**config.mk**
```make
export PLATFORM = sky130hd
export DESIGN_NAME = conv_pool_flatten
export DESIGN_NICKNAME = d
export VERILOG_FILES = /design/src/rtl/conv_pool_flatten.sv
export SDC_FILE = /design/constraint.sdc
export NUM_CORES = 1
export LEC_CHECK = 0
export ABC_AREA = 1
export BUFFER_PORTS_ARGS = -buffer_cell sky130_fd_sc_hd__buf_2
export CELL_PAD_IN_SITES_DETAIL_PLACEMENT = 0
export CELL_PAD_IN_SITES_GLOBAL_PLACEMENT = 1
export CORE_MARGIN = 3
export CORE_UTILIZATION = 43
export CTS_CLUSTER_SIZE = 24
export DETAILED_ROUTE_END_ITERATION = 10
export PLACE_DENSITY_LB_ADDON = 0.08
export SETUP_SLACK_MARGIN = 0.5
export SKIP_LAST_GASP = 1
export SYNTH_ARGS = -nofsm -noshare
export SYNTH_HDL_FRONTEND = slang
export SYNTH_SLANG_ARGS = --single-unit
```
**constraint.sdc**
```tcl
create_clock -name clk -period 3.3 [get_ports clk]
set_clock_uncertainty 0.2 [all_clocks]
set_input_delay 0.165 -clock clk [delete_from_list [all_inputs] [get_ports clk]]
set_output_delay 0.165 -clock clk [all_outputs]
set_load 0.01 [all_outputs]
```
**src/rtl/conv_pool_flatten.sv**
```systemverilog
// 2x2/stride-2 max-pooling of both layer-0 kernel maps into the layer-1 maps,
// and the interleaved layer-2 flatten memory, written in one pass over the shared bus.
module conv_pool_flatten #(
    parameter int         DATA_W    = 20,
    parameter int         ADDR_W    = 12,
    parameter int         IN_W      = 64,
    parameter logic [2:0] CSEL_L0K0 = 3'b001,
    parameter logic [2:0] CSEL_L0K1 = 3'b010,
    parameter logic [2:0] CSEL_L1K0 = 3'b011,
    parameter logic [2:0] CSEL_L1K1 = 3'b100,
    parameter logic [2:0] CSEL_L2   = 3'b101
) (
    input  logic              clk,
    input  logic              reset,
    input  logic              start,
    output logic              busy,
    output logic              done,
    output logic              crd,
    output logic [ADDR_W-1:0] caddr_rd,
    input  logic [DATA_W-1:0] cdata_rd,
    output logic              cwr,
    output logic [ADDR_W-1:0] caddr_wr,
    output logic [DATA_W-1:0] cdata_wr,
    output logic [2:0]        csel
);

    localparam int HALF = IN_W / 2;
    localparam int HW   = $clog2(HALF);
    localparam int LW   = $clog2(IN_W);
    localparam logic [HW-1:0] LAST = HW'(HALF - 1);

    typedef enum logic [2:0] {IDLE, RD, CAP, WR_L1, WR_L2, DONE} state_t;

    state_t                     state, state_n;
    logic [HW-1:0]              r, r_n, c, c_n;
    logic                       k, k_n;
    logic [1:0]                 q, q_n;
    logic signed [DATA_W-1:0]   max_val, max_n;
    logic signed [DATA_W-1:0]   rd_s;
    logic                       busy_n, done_n, crd_n, cwr_n;
    logic [ADDR_W-1:0]          caddr_rd_n, caddr_wr_n;
    logic [DATA_W-1:0]          cdata_wr_n;
    logic [2:0]                 csel_n;

    assign rd_s = cdata_rd;

    // Tap q of output pixel (rr,cc): row 2rr+q[1], column 2cc+q[0].
    function automatic logic [ADDR_W-1:0] tap_addr(input logic [HW-1:0] rr,
                                                   input logic [HW-1:0] cc,
                                                   input logic [1:0]    qq);
        logic [ADDR_W-1:0] row;
        logic [ADDR_W-1:0] col;
        row = ADDR_W'({rr, qq[1]});
        col = ADDR_W'({cc, qq[0]});
        return (row << LW) | col;
    endfunction

    always_ff @(posedge clk) begin
        if (reset) begin
            state    <= IDLE;
            r        <= '0;
            c        <= '0;
            k        <= 1'b0;
            q        <= '0;
            max_val  <= '0;
            busy     <= 1'b0;
            done     <= 1'b0;
            crd      <= 1'b0;
            cwr      <= 1'b0;
            caddr_rd <= '0;
            caddr_wr <= '0;
            cdata_wr <= '0;
            csel     <= 3'b000;
        end else begin
            state    <= state_n;
            r        <= r_n;
            c        <= c_n;
            k        <= k_n;
            q        <= q_n;
            max_val  <= max_n;
            busy     <= busy_n;
            done     <= done_n;
            crd      <= crd_n;
            cwr      <= cwr_n;
            caddr_rd <= caddr_rd_n;
            caddr_wr <= caddr_wr_n;
            cdata_wr <= cdata_wr_n;
            csel     <= csel_n;
        end
    end

    // Outputs are computed for the next state so every strobe comes straight from a flop.
    always_comb begin
        state_n    = state;
        r_n        = r;
        c_n        = c;
        k_n        = k;
        q_n        = q;
        max_n      = max_val;
        busy_n     = busy;
        done_n     = 1'b0;
        crd_n      = 1'b0;
        cwr_n      = 1'b0;
        csel_n     = 3'b000;
        caddr_rd_n = caddr_rd;
        caddr_wr_n = caddr_wr;
        cdata_wr_n = cdata_wr;

        case (state)
            IDLE: begin
                if (start) begin
                    state_n = RD;
                    busy_n  = 1'b1;
                    q_n     = 2'd0;
                    crd_n   = 1'b1;
                end
            end
            RD: begin
                // Read data trails the strobe by one cycle, so tap q-1 arrives now.
                if (q == 2'd1) begin
                    max_n = rd_s;
                end else if (q != 2'd0 && rd_s > max_val) begin
                    max_n = rd_s;
                end
                if (q == 2'd3) begin
                    state_n = CAP;
                    q_n     = 2'd0;
                end else begin
                    q_n   = q + 2'd1;
                    crd_n = 1'b1;
                end
            end
            CAP: begin
                if (rd_s > max_val) begin
                    max_n = rd_s;
                end
                state_n    = WR_L1;
                cwr_n      = 1'b1;
                csel_n     = k ? CSEL_L1K1 : CSEL_L1K0;
                caddr_wr_n = ADDR_W'({r, c});
                cdata_wr_n = max_n;
            end
            WR_L1: begin
                state_n    = WR_L2;
                cwr_n      = 1'b1;
                csel_n     = CSEL_L2;
                caddr_wr_n = ADDR_W'({r, c, k});
            end
            WR_L2: begin
                if (!k) begin
                    k_n     = 1'b1;
                    state_n = RD;
                    crd_n   = 1'b1;
                end else begin
                    k_n = 1'b0;
                    c_n = c + HW'(1);
                    if (c == LAST) begin
                        r_n = r + HW'(1);
                    end
                    if (c == LAST && r == LAST) begin
                        state_n = DONE;
                        busy_n  = 1'b0;
                        done_n  = 1'b1;
                    end else begin
                        state_n = RD;
                        crd_n   = 1'b1;
                    end
                end
            end
            DONE: begin
                state_n = IDLE;
            end
            default: begin
                state_n = IDLE;
            end
        endcase

        if (crd_n) begin
            csel_n     = k_n ? CSEL_L0K1 : CSEL_L0K0;
            caddr_rd_n = tap_addr(r_n, c_n, q_n);
        end
    end

endmodule

```
==> flow_metrics.py <==
metrics = {
    "timing": {
        "period_share_pct": 77.7,
        "fin_setup_tns_ns": 0,
        "timing.slew.headroom_pct": 19.4,
        "rsz0062_at_grt": "no",
        "hold_violations": 0,
        "setup_ws_ns": 0.736,
        "period_needed_ns": 2.56,
        "max_freq_mhz": 390,
        "worst_pin_slew_ns": 1.21,
        "drv_slew": 0,
        "setup_viol": 0,
    },
    "floorplan": {
        "core_mm2": 0.00946,
        "die_h_um": 106,
        "fp-row-count": 35,
        "dieArea_mm2": 0.0112,
        "initial_core_util_pct": 45.4,
        "io_pins": 74,
        "die_x_um": 106,
    },
    "hold_path": {
        "hold_class": "input port to register",
    },
    "routing": {
        "drc": 0,
        "via_count": 4072,
        "wl_per_cell_um": 13.3,
        "wl_um": 11100,
        "first_iter_violations": 106,
        "drtPass1Iterations": 5,
        "ant_nets": 0,
        "drt-vias-per-instance": 4.88,
    },
    "setup_path": {
        "critPathLaunchType": "input port",
        "arrival_ns": 2.65,
        "end_kind": "register",
        "critPathRequiredTime_ns": 3.39,
        "crit_type": "input port to register",
        "critPathMaxFanout": 20,
    },
    "place": {
        "place_hpwl_um": 7180,
        "portBuffers": 72,
        "pre_cts_ws_ns": 0.601,
        "post_dp_cell_area_mm2": 0.00473,
        "place_congestion": 0.784,
    },
    "cells_and_area": {
        "layout_commonest_cell": "nand2_1",
        "final_nets": 750,
        "layout-area-overhead-vs-synth_pct": 20.6,
        "final_cell_mix": "nand2_1, dfxtp_1, nor2_1",
        "design_area_mm2": 0.00517,
        "final_util_pct": 54.7,
        "fill_cells": 973,
        "drive_above_1_share_pct": 15.4,
        "multi_input_area_mm2": 0.00216,
        "seqCellArea_mm2": 0.00172,
        "diodes": 0,
    },
    "logic_synthesis": {
        "synth-seq-cells": 86,
        "yosysUniqueCellTypes": 34,
        "yosysTopAreaCell": "dfxtp_1",
        "synth_top_cell_area_share_pct": 40.1,
        "syn_nets": 668,
        "ys_warn_count": 0,
        "syn_avg_cell_area_um2": 6.93,
        "synth_area_leaders": "dfxtp_1, nand2_1, nand3_1, ha_1, nor2_1",
        "seq_area_frac_synth_pct": 40.1,
        "syn_inst": 619,
        "syn_area_mm2": 0.00429,
    },
    "run_status": {
        "status": "complete, no violations",
    },
    "cts": {
        "htree_levels": 3,
        "clockRootBuffer": "clkbuf_8",
        "insertion_delay_ns": 0.36,
        "cts.sinks": 86,
        "clk_pin_slew_worst_paths_ns": 0.09,
        "cts_tree": "done",
        "cts_made_buffers": 9,
        "clk_path_buf_depth": 2,
    },
    "power": {
        "powerDensity_mw_per_mm2": 469,
        "ir_drop_v": 0.000249,
        "p_leak_nw": 2.63,
    },
    "global_routing": {
        "grt_pass1_wl_um": 18200,
        "gr-total-overflow": 0,
        "grt_max_degree": 72,
        "grtUsageTotal_pct": 19.8,
        "grt_antenna_before_repair": 0,
        "grt_pass1_vias": 3909,
    },
    "run": {
        "max_cap_violations": 0,
    },
}
## critical path, stage by stage
cell and delay, ns:
dlygate4sd3_1 0.53, buf_2 0.15, ha_1 0.31, nand2_1 0.09, inv_1 0.04, nand2_1 0.05, nand2_1 0.05, a21oi_1 0.24
nand3_1 0.16, nand2_1 0.15, nand3_4 0.12, nand2_2 0.09, nand2_1 0.07, buf_8 0.18, nand3_1 0.07, nand2_1 0.07
nor2_1 0.13
## report_power, final
part | internal, mW | switching [mW] | total (mW)
Clock | 0.292 | 0.429 | 0.721
Sequential | 1.10 | 0.0269 | 1.13
Combinational | 0.219 | 0.357 | 0.576
Total | 1.61 | 0.813 | 2.42
## per-stage QoR
| step | cells | total power [mW] | hold WS [ns] |
|---|---|---|---|
| 2_1_floorplan | 619 | 1.54 | 0.0524 |
| 3_3_place_gp | 797 | 1.68 | 0.248 |
| 3_5_place_dp | 797 | 1.69 | 0.253 |
| 6_report | 835 | 2.42 | 0.0633 |
| 4_1_cts | 834 | 2.43 | 0.0464 |
| 5_1_grt | 835 | 2.57 | 0.0606 |
## worst paths after layout
path	from	endpoint	slack, ns	depth (start not counted)
worst max-delay path	cdata_rd[15]	max_val[0]	0.74	17
worst min-delay path	cdata_rd[19]	cdata_wr[19]	0.06	5
worst max register to register	max_val[19]	max_val[17]	0.78	16
worst min register to register	cdata_wr[1]	cdata_wr[1]	0.27	2
## synthesized netlist by cell type, drive strengths merged
master and n:
xor2 5, ha 26, or2 1, and3 1, conb 1, inv 74
o21ai 17, mux2i 4, nand3 75, o22ai 8, nor2 79, clkinv 1
o211ai 1, a2111oi 2, clkbuf 18, xnor2 1, buf 13, a21o 1
o32ai 1, a31oi 1, nand4 4, a22oi 2, dfxtp 86, nand2 151
a21oi 42, nor3 4
## sequential cells by signal, indices dropped and copies added, names as in the netlist
register,count
done,1
cwr,1
max_val,20
c,5
csel,3
caddr_wr,11
q,2
busy,1
state,3
cdata_wr,20
k,1
r,5
crd,1
caddr_rd,12
## layout make-up
| cell class | count | share of cell area [%] |
|---|---|---|
| Multi-Input combinational cell | 427 | 41.8 |
| Inverter | 75 | 5.44 |
| Clock inverter | 7 | 1.28 |
| Sequential cell | 86 | 33.3 |
| Clock buffer | 9 | 2.39 |
| Timing Repair Buffer | 102 | 12.6 |
| Tap cell | 129 | 3.12 |
## kinds of logic (layout without fill, tap and decap cells)
family,after synthesis,count (layout),synth area share (%)
adder cells (fa/ha/maj),26,26,7.58
AO/OA/AOI/OAI,75,75,9.59
flip-flops,86,86,40.1
AND/OR/NAND/NOR,315,315,30.6
multiplexers,4,4,0.933
other,1,1,0.0874
buffers and inverters,106,193,9.83
XOR/XNOR,6,6,1.22
## metal layers
metal	wire length, um	vias to the layer above	track usage [%]	part of all wire, %
met2	5550	81	35.9	50
met5	0	-	0	0
met3	458	10	3.00	4.1
met4	127	0	6.01	1.1
li1	-	2142	-	-
met1	4960	1839	24.0	45
## repair_timing
action	in CTS	in global routing
buffers inserted	0	1
setup endpoints to repair	0	30
hold endpoints to repair	21	0
hold buffers	21	0
gates resized for setup	0	8
Note: power is estimated with default switching activity, not from simulation.
